<file path="config.mk">
export PLATFORM = sky130hd
export DESIGN_NAME = alureg_seq
export DESIGN_NICKNAME = d
export VERILOG_FILES = /design/src/rtl/alureg_seq.sv
export SDC_FILE = /design/constraint.sdc
export NUM_CORES = 1
export LEC_CHECK = 0
export CAP_MARGIN = 20
export CORE_ASPECT_RATIO = 0.8
export CORE_UTILIZATION = 45
export DETAILED_ROUTE_END_ITERATION = 10
export PLACE_DENSITY = 0.86
export SLEW_MARGIN = 10
export SYNTH_ARGS = -nofsm -noshare
export SYNTH_HDL_FRONTEND = slang
export SYNTH_SLANG_ARGS = --single-unit
</file>
<file path="constraint.sdc">
create_clock -name clk -period 2.2 [get_ports clk]
set_input_delay 0.44 -clock clk [delete_from_list [all_inputs] [get_ports clk]]
set_output_delay 0.44 -clock clk [all_outputs]
set_load 0.02 [all_outputs]
</file>
<file path="src/rtl/alureg_seq.sv">
// Control sequencer feeding the alureg datapath: accepts opcode/operand
// bytes over valid/ready and emits the code/data/read/write strobes in order.
module alureg_seq #(
  parameter int DATASIZE = 8,
  parameter int CNTSIZE  = 16
) (
  input  logic                clk,
  input  logic                rst,
  input  logic                iVLD,
  input  logic [DATASIZE-1:0] iBYT,
  output logic                oRDY,
  output logic [DATASIZE-1:0] oDAT,
  output logic                oENC,
  output logic                oEND,
  output logic                oRRD,
  output logic                oRWR,
  output logic                oHLT,
  output logic                oERR,
  output logic [CNTSIZE-1:0]  oCNT
);

  typedef enum logic [2:0] {
    S_IDLE,
    S_LDC,
    S_WAITD,
    S_LDD,
    S_RD,
    S_WR,
    S_HALT
  } state_t;

  state_t              state_q, state_d;
  logic [DATASIZE-1:0] dat_q, dat_d;
  logic [CNTSIZE-1:0]  cnt_q, cnt_d;
  logic                rdy_q, rdy_d;
  logic                enc_q, enc_d;
  logic                end_q, end_d;
  logic                rrd_q, rrd_d;
  logic                rwr_q, rwr_d;
  logic                hlt_q, hlt_d;
  logic                err_q, err_d;

  logic accept;
  logic byt_legal;
  logic op_hlt;
  logic op_mem;

  assign accept    = iVLD & rdy_q;
  assign byt_legal = (iBYT[7:6] == 2'b01) || (iBYT[7:6] == 2'b10);
  // dat_q still holds the opcode while in LDC
  assign op_hlt    = (dat_q == DATASIZE'(8'h76));
  assign op_mem    = (dat_q[2:0] == 3'b110);

  always_comb begin
    state_d = state_q;
    dat_d   = dat_q;
    cnt_d   = cnt_q;
    err_d   = 1'b0;
    unique case (state_q)
      S_IDLE: begin
        if (accept) begin
          if (byt_legal) begin
            dat_d   = iBYT;
            state_d = S_LDC;
          end else begin
            err_d = 1'b1;
          end
        end
      end
      S_LDC: begin
        if (op_hlt) begin
          state_d = S_HALT;
          cnt_d   = cnt_q + CNTSIZE'(1);
        end else if (op_mem) begin
          state_d = S_WAITD;
        end else begin
          state_d = S_RD;
        end
      end
      S_WAITD: begin
        if (accept) begin
          dat_d   = iBYT;
          state_d = S_LDD;
        end
      end
      S_LDD: state_d = S_RD;
      S_RD:  state_d = S_WR;
      S_WR: begin
        state_d = S_IDLE;
        cnt_d   = cnt_q + CNTSIZE'(1);
      end
      S_HALT: state_d = S_HALT;
      default: state_d = S_IDLE;
    endcase

    // outputs are registered copies decoded from the next state
    rdy_d = (state_d == S_IDLE) || (state_d == S_WAITD);
    enc_d = (state_d == S_LDC);
    end_d = (state_d == S_LDD);
    rrd_d = (state_d == S_RD) || (state_d == S_WR);
    rwr_d = (state_d == S_WR);
    hlt_d = (state_d == S_HALT);
  end

  always_ff @(posedge clk or posedge rst) begin
    if (rst) begin
      state_q <= S_IDLE;
      dat_q   <= '0;
      cnt_q   <= '0;
      rdy_q   <= 1'b1;
      enc_q   <= 1'b0;
      end_q   <= 1'b0;
      rrd_q   <= 1'b0;
      rwr_q   <= 1'b0;
      hlt_q   <= 1'b0;
      err_q   <= 1'b0;
    end else begin
      state_q <= state_d;
      dat_q   <= dat_d;
      cnt_q   <= cnt_d;
      rdy_q   <= rdy_d;
      enc_q   <= enc_d;
      end_q   <= end_d;
      rrd_q   <= rrd_d;
      rwr_q   <= rwr_d;
      hlt_q   <= hlt_d;
      err_q   <= err_d;
    end
  end

  assign oRDY = rdy_q;
  assign oDAT = dat_q;
  assign oENC = enc_q;
  assign oEND = end_q;
  assign oRRD = rrd_q;
  assign oRWR = rwr_q;
  assign oHLT = hlt_q;
  assign oERR = err_q;
  assign oCNT = cnt_q;

endmodule

</file>
* After elaboration in Yosys (flattened, before gate mapping)
Index checks and enable logic that the tools add are counted.
Word-level totals: register bits 34, input port bits 11, output and inout port bits 31, word-level logic and storage cells 56
Cells by class: add/subtract/negate cells 1, equal/unequal tests 20, mux-type cells 15, bitwise logic cells 1, reduce and logical (&&, ||, !) cells 9
Operators by type and width (count):
- case mux 16 bit (2 select lines) | 1
- two-way mux 8 bit | 3
- == test 3 bit (second input constant) | 7
- case mux 3 bit (6 select lines) | 1
- adder 16 x 1 -> 16 bit (second input constant) | 1
- two-way mux 16 bit | 1
- case mux 8 bit (2 select lines) | 1
- two-way mux 3 bit | 5
- == test 3 x 2 -> 1 bit (second input constant) | 4
- == test 8 x 7 -> 1 bit (second input constant) | 1
- inequality test 2 bit (second input constant) | 4
- == test 3 x 1 -> 1 bit (second input constant) | 2
- zero test 3 bit | 2
- AND reduction 4 bit | 1
- nonzero test 2 bit | 2
- logical OR 1 bit | 3
- two-way mux 1 bit | 3
- == test 2 x 1 -> 1 bit (second input constant) | 1
- == test 2 bit (second input constant) | 1
- AND reduction 2 bit | 1
- AND 1 bit | 1

* Longest topological paths before layout
word-level depth 7, depth in mapped cells 7, gate-level depth less buffers 4

* Worst setup path after synthesis
No wires, ideal clock.
kind register to register, from reg state_q[1], to reg cnt_q[10] (netlist: oCNT[10]), library setup time 80 ps, arrival time 1622 ps, required time 2120 ps, slack 498 ps, cell stages (with the launch flop) 8, cells stage by stage dfrtp_1 > buf_6 > nand2b_4 > buf_6 > or3_1 > buf_6 > nor4b_4 > xor2_1
Between the ends: longest elaborated chain between the ends 3
Ends and longest elaborated chain:
- start: declaration | RTL line 32 | state_t state_q, state_d;
- start signal: assignment | RTL line 118 | state_q <= state_d;
- == test 3 x 1 -> 1 bit or == test 3 bit (tied branches) | RTL line 59 | unique case (state_q)
- inequality test 2 bit (no line) or nonzero test 2 bit (tied branches)
- AND reduction 2 bit (no line)
- end signal: assignment | RTL line 120 | cnt_q <= cnt_d;
- end: declaration | RTL line 34 | logic [CNTSIZE-1:0] cnt_q, cnt_d;
Parallel ways exist; a longest one is shown, timed or not. A chain may end at the register's enable or synchronous reset.

* Worst setup path after layout
from in iBYT[6], to reg dat_q[3] (netlist: oDAT[3])
Between the ends: longest elaborated chain between the ends 4
Ends and longest elaborated chain:
- start: declaration | RTL line 10 | input logic [DATASIZE-1:0] iBYT,
- == test 2 x 1 -> 1 bit or == test 2 bit (tied branches) | RTL line 49 | assign byt_legal = (iBYT[7:6] == 2'b01) || (iBYT[7:6] == 2'b10);
- logical OR 1 bit (*) | RTL line 49
- inequality test 2 bit (no line) (*)
- AND reduction 4 bit (no line) (*)
- end signal: assignment | RTL line 119 | dat_q <= dat_d;
- end: declaration | RTL line 33 | logic [DATASIZE-1:0] dat_q, dat_d;
Mark *: on every way between the ends. The rest lies on a longest branch, timed or not.

==> run_results.csv <==
group,metric,value,unit
placement,place_congestion,0.722,
logic_synthesis,synth_area,0.00156,sq mm
routing,vias,1125,
setup_path,crit_path_top_delay_cell,"o21ai_1",
timing,setup_slack,0.262,ns
timing,max_slew_margin,49.7,%
cells_and_area,multi_input_area,646,sq um
timing,worst_slew_pin_slew,0.750,ns
cells_and_area,diodes,0,
die,pin_count,42,
timing,tns,0,ns
timing,rsz0062_at_grt,"no",
setup_path,crit_path_cell_trace,"clkdlybuf4s50_1 > xor2_1 > o21ai_1 > mux2_2",
setup_path,crit_end,"oDAT[3]",
logic_synthesis,synth_common_cells,"33 x dfrtp_1, 15 x xor2_1, 9 x mux2_2",
setup_path,path_class,"in2reg",
setup_path,cp-end-kind,"flip-flop",
logic_synthesis,synth_edf_count,0,
setup_path,critPathLaunchType,"input port",
cts,cts_hold_buffers,0,
cells_and_area,final-seq-area,852,sq um
setup_path,r2r_start,"state_q[0]",
timing,setup_viol,0,
die,die_w,67.7,um
cells_and_area,nets,182,
routing,drcViolationCount,0,
global_routing,grt-ovfl-total,0,
logic_synthesis,synthTopCellsByArea,"dfrtp_1 53%, xor2_1 8.4%, mux2_2 6.5%",
routing,routed_wl,3200,um
setup_path,required,2.36,ns
logic_synthesis,async_flop_share,100,%
routing,met1Wirelength,1450,um
die,die_y,54.6,um
timing,finalHoldViolCount,0,
logic_synthesis,ys_types,38,
global_routing,grt_max_degree,35,
die,coreArea,0.00320,sq mm
outcome,outcome,"finished, final reports clean",
global_routing,grt_pass1_vias,1165,
cts,post_cts_buffers,0,
logic_synthesis,yosysWarnings,0,
routing,drt_first_iter_violations,53,
routing,ant_nets,0,
setup_path,rr_endpoint,"oCNT[10]",
logic_synthesis,synth_ff_type,"dfrtp_1",
logic_synthesis,ys_seq_area_share,54.8,%
cts,cts_buffers,5,
logic_synthesis,ys_seq_elements,34,
setup_path,critPathMaxStageDelay,0.60,ns
timing,hold_ws,0.467,ns
placement,dp_worst_setup_slack,-0.0276,ns
setup_path,reg2reg_depth,4,
cells_and_area,syn_to_final_growth,34.4,%
job,maxCapViolations,0,
timing,final_max_slew_viol_count,0,
placement,hpwlAfterDp,2270,um
cts,cts_root_buf,"clkbuf_8",
cells_and_area,postLayoutCoreUtil,65.4,%
routing,met2_length,1590,um
die,fp-row-count,18,
cts,cts_tree,"yes",
cts,clockBufferDepth,2,
setup_path,cp_data_arrival_time,2.10,ns
cts,clock_sinks,34,
cts,post_cts_resized,0,
routing,drtPass1Iterations,5,
logic_synthesis,synthCells,123,
setup_path,cp_top_family,"compound AO/OA/AOI/OAI gates",
placement,io_buffers,41,
timing,layout_min_cycle_time,1.94,ns
timing,max_freq,0.516,GHz
setup_path,critPathMaxFanout,9,
cells_and_area,drive_gt1_share,17.5,%
global_routing,grt_pass1_wl,5340,um
hold_path,min_path_type,"reg2reg",
timing,final.period_utilization,88.1,%
cells_and_area,fillers,236,
logic_synthesis,syn_nets,135,
routing,met3WireLength,105,um
cts,path_clk_slew,0.07,ns
setup_path,crit_start,"iBYT[6]",
power,power_density,1180,mW/mm^2
die,dieArea,0.00370,sq mm
global_routing,grt_util_all_layers,20.1,%
cts,htree_levels,2,
routing,detail_route.wl_per_cell,15.1,um
power,ir_drop,0.739,mV
setup_path,timing.critical_path.buf_inv,1,
cts,insertion_delay,0.28,ns
routing,highest_layer,"met4",
global_routing,grt_antenna_before_repair,0,
logic_synthesis,yosys.area.top_type,"dfrtp_1",
timing,skew,0.00901,ns
logic_synthesis,avgSynthCellArea,12.6,sq um
power,p_leak,0.954,nW
routing,via_per_inst,5.33,
logic_synthesis,yosysMostFrequentCell,"dfrtp_1",
logic_synthesis,yosysTopAreaCellShare,53.1,%
setup_path,crit_cells,4,
die,start_util,48.6,%
setup_path,r2r_slack,0.43,ns
-- flip-flops by register name (all words and copies together) (netlist names) --
register and cells:
oCNT 16, oDAT 8, state_q 3, oENC 1, oEND 1, oERR 1
oHLT 1, oRDY 1, oRRD 1, oRWR 1
-- cell type report --
| cell class | count | area share, % |
|---|---|---|
| multi-input cells | 80 | 30.9 |
| repair buffers | 44 | 20.7 |
| inverters | 5 | 0.898 |
| clock buffers | 7 | 4.13 |
| flip-flops and latches | 34 | 40.8 |
| clock inverters | 1 | 0.239 |
| well taps | 40 | 2.39 |
-- how the worst min path moves through the flow --
stage / from / to / cells after the start
floorplan: state_q[1] / oRWR / 2
global placement: oCNT[15] / oCNT[15] / 1
detailed placement: oCNT[15] / oCNT[15] / 1
CTS: oCNT[15] / oCNT[15] / 1
global route: oCNT[15] / oCNT[15] / 1
finish: oCNT[15] / oCNT[15] / 1
-- metal layers --
layer / vias up / track usage (%)
li1: 521 / -
met3: 7 / 5.42
met2: 26 / 33.0
met4: 0 / 7.80
met5: - / 0
met1: 571 / 25.3
-- layout by cell type, fill, tap and decap left out, types with 2 or more instances in the layout --
cell             instances
nor2_1                   4
clkbuf_8                 6
nor3_1                   8
dfrtp_1                 33
nand3_1                  7
buf_4                    3
mux2_2                   9
xor2_1                  15
nand2_1                  3
nand4_1                  2
and3_1                   2
nor2b_1                  2
clkdlybuf4s50_1         41
nor4_2                   5
inv_1                    5
-- worst register-to-register path, cell delays in order, from the launching register on --
cell and delay, ns:
dfrtp_1 0.50, nand2b_4 0.14, or3_1 0.55, nor4b_4 0.33, xor2_1 0.18
-- per-stage QoR --
| step | instance area [sq um] | power [W] | cells |
|---|---|---|---|
| floorplan | 1560 | 0.00158 | 123 |
| global placement | 2000 | 0.00196 | 203 |
| detailed placement | 2000 | 0.00200 | 203 |
| CTS | 2090 | 0.00248 | 211 |
| global route | 2090 | 0.00261 | 211 |
| finish | 2090 | 0.00247 | 211 |
-- logic make-up after synthesis --
| logic type | Yosys count | share of synthesized area [%] |
|---|---|---|
| buf+inv | 9 | 3.70 |
| fa+ha+maj | 1 | 0.804 |
| simple gates | 47 | 21.6 |
| xor+xnor | 16 | 9.01 |
| compound gates | 7 | 3.62 |
| flops | 34 | 54.8 |
| mux | 9 | 6.52 |
-- report_power, final --
part | switching [W] | internal [W] | total [W] | leakage, nW
Sequential | 0.000187 | 0.000807 | 0.000993 | 0.442
Combinational | 0.000507 | 0.000497 | 0.00100 | 0.463
Clock | 0.000216 | 0.000252 | 0.000468 | 0.0482
No activity file was read; power rests on OpenSTA's default activity.
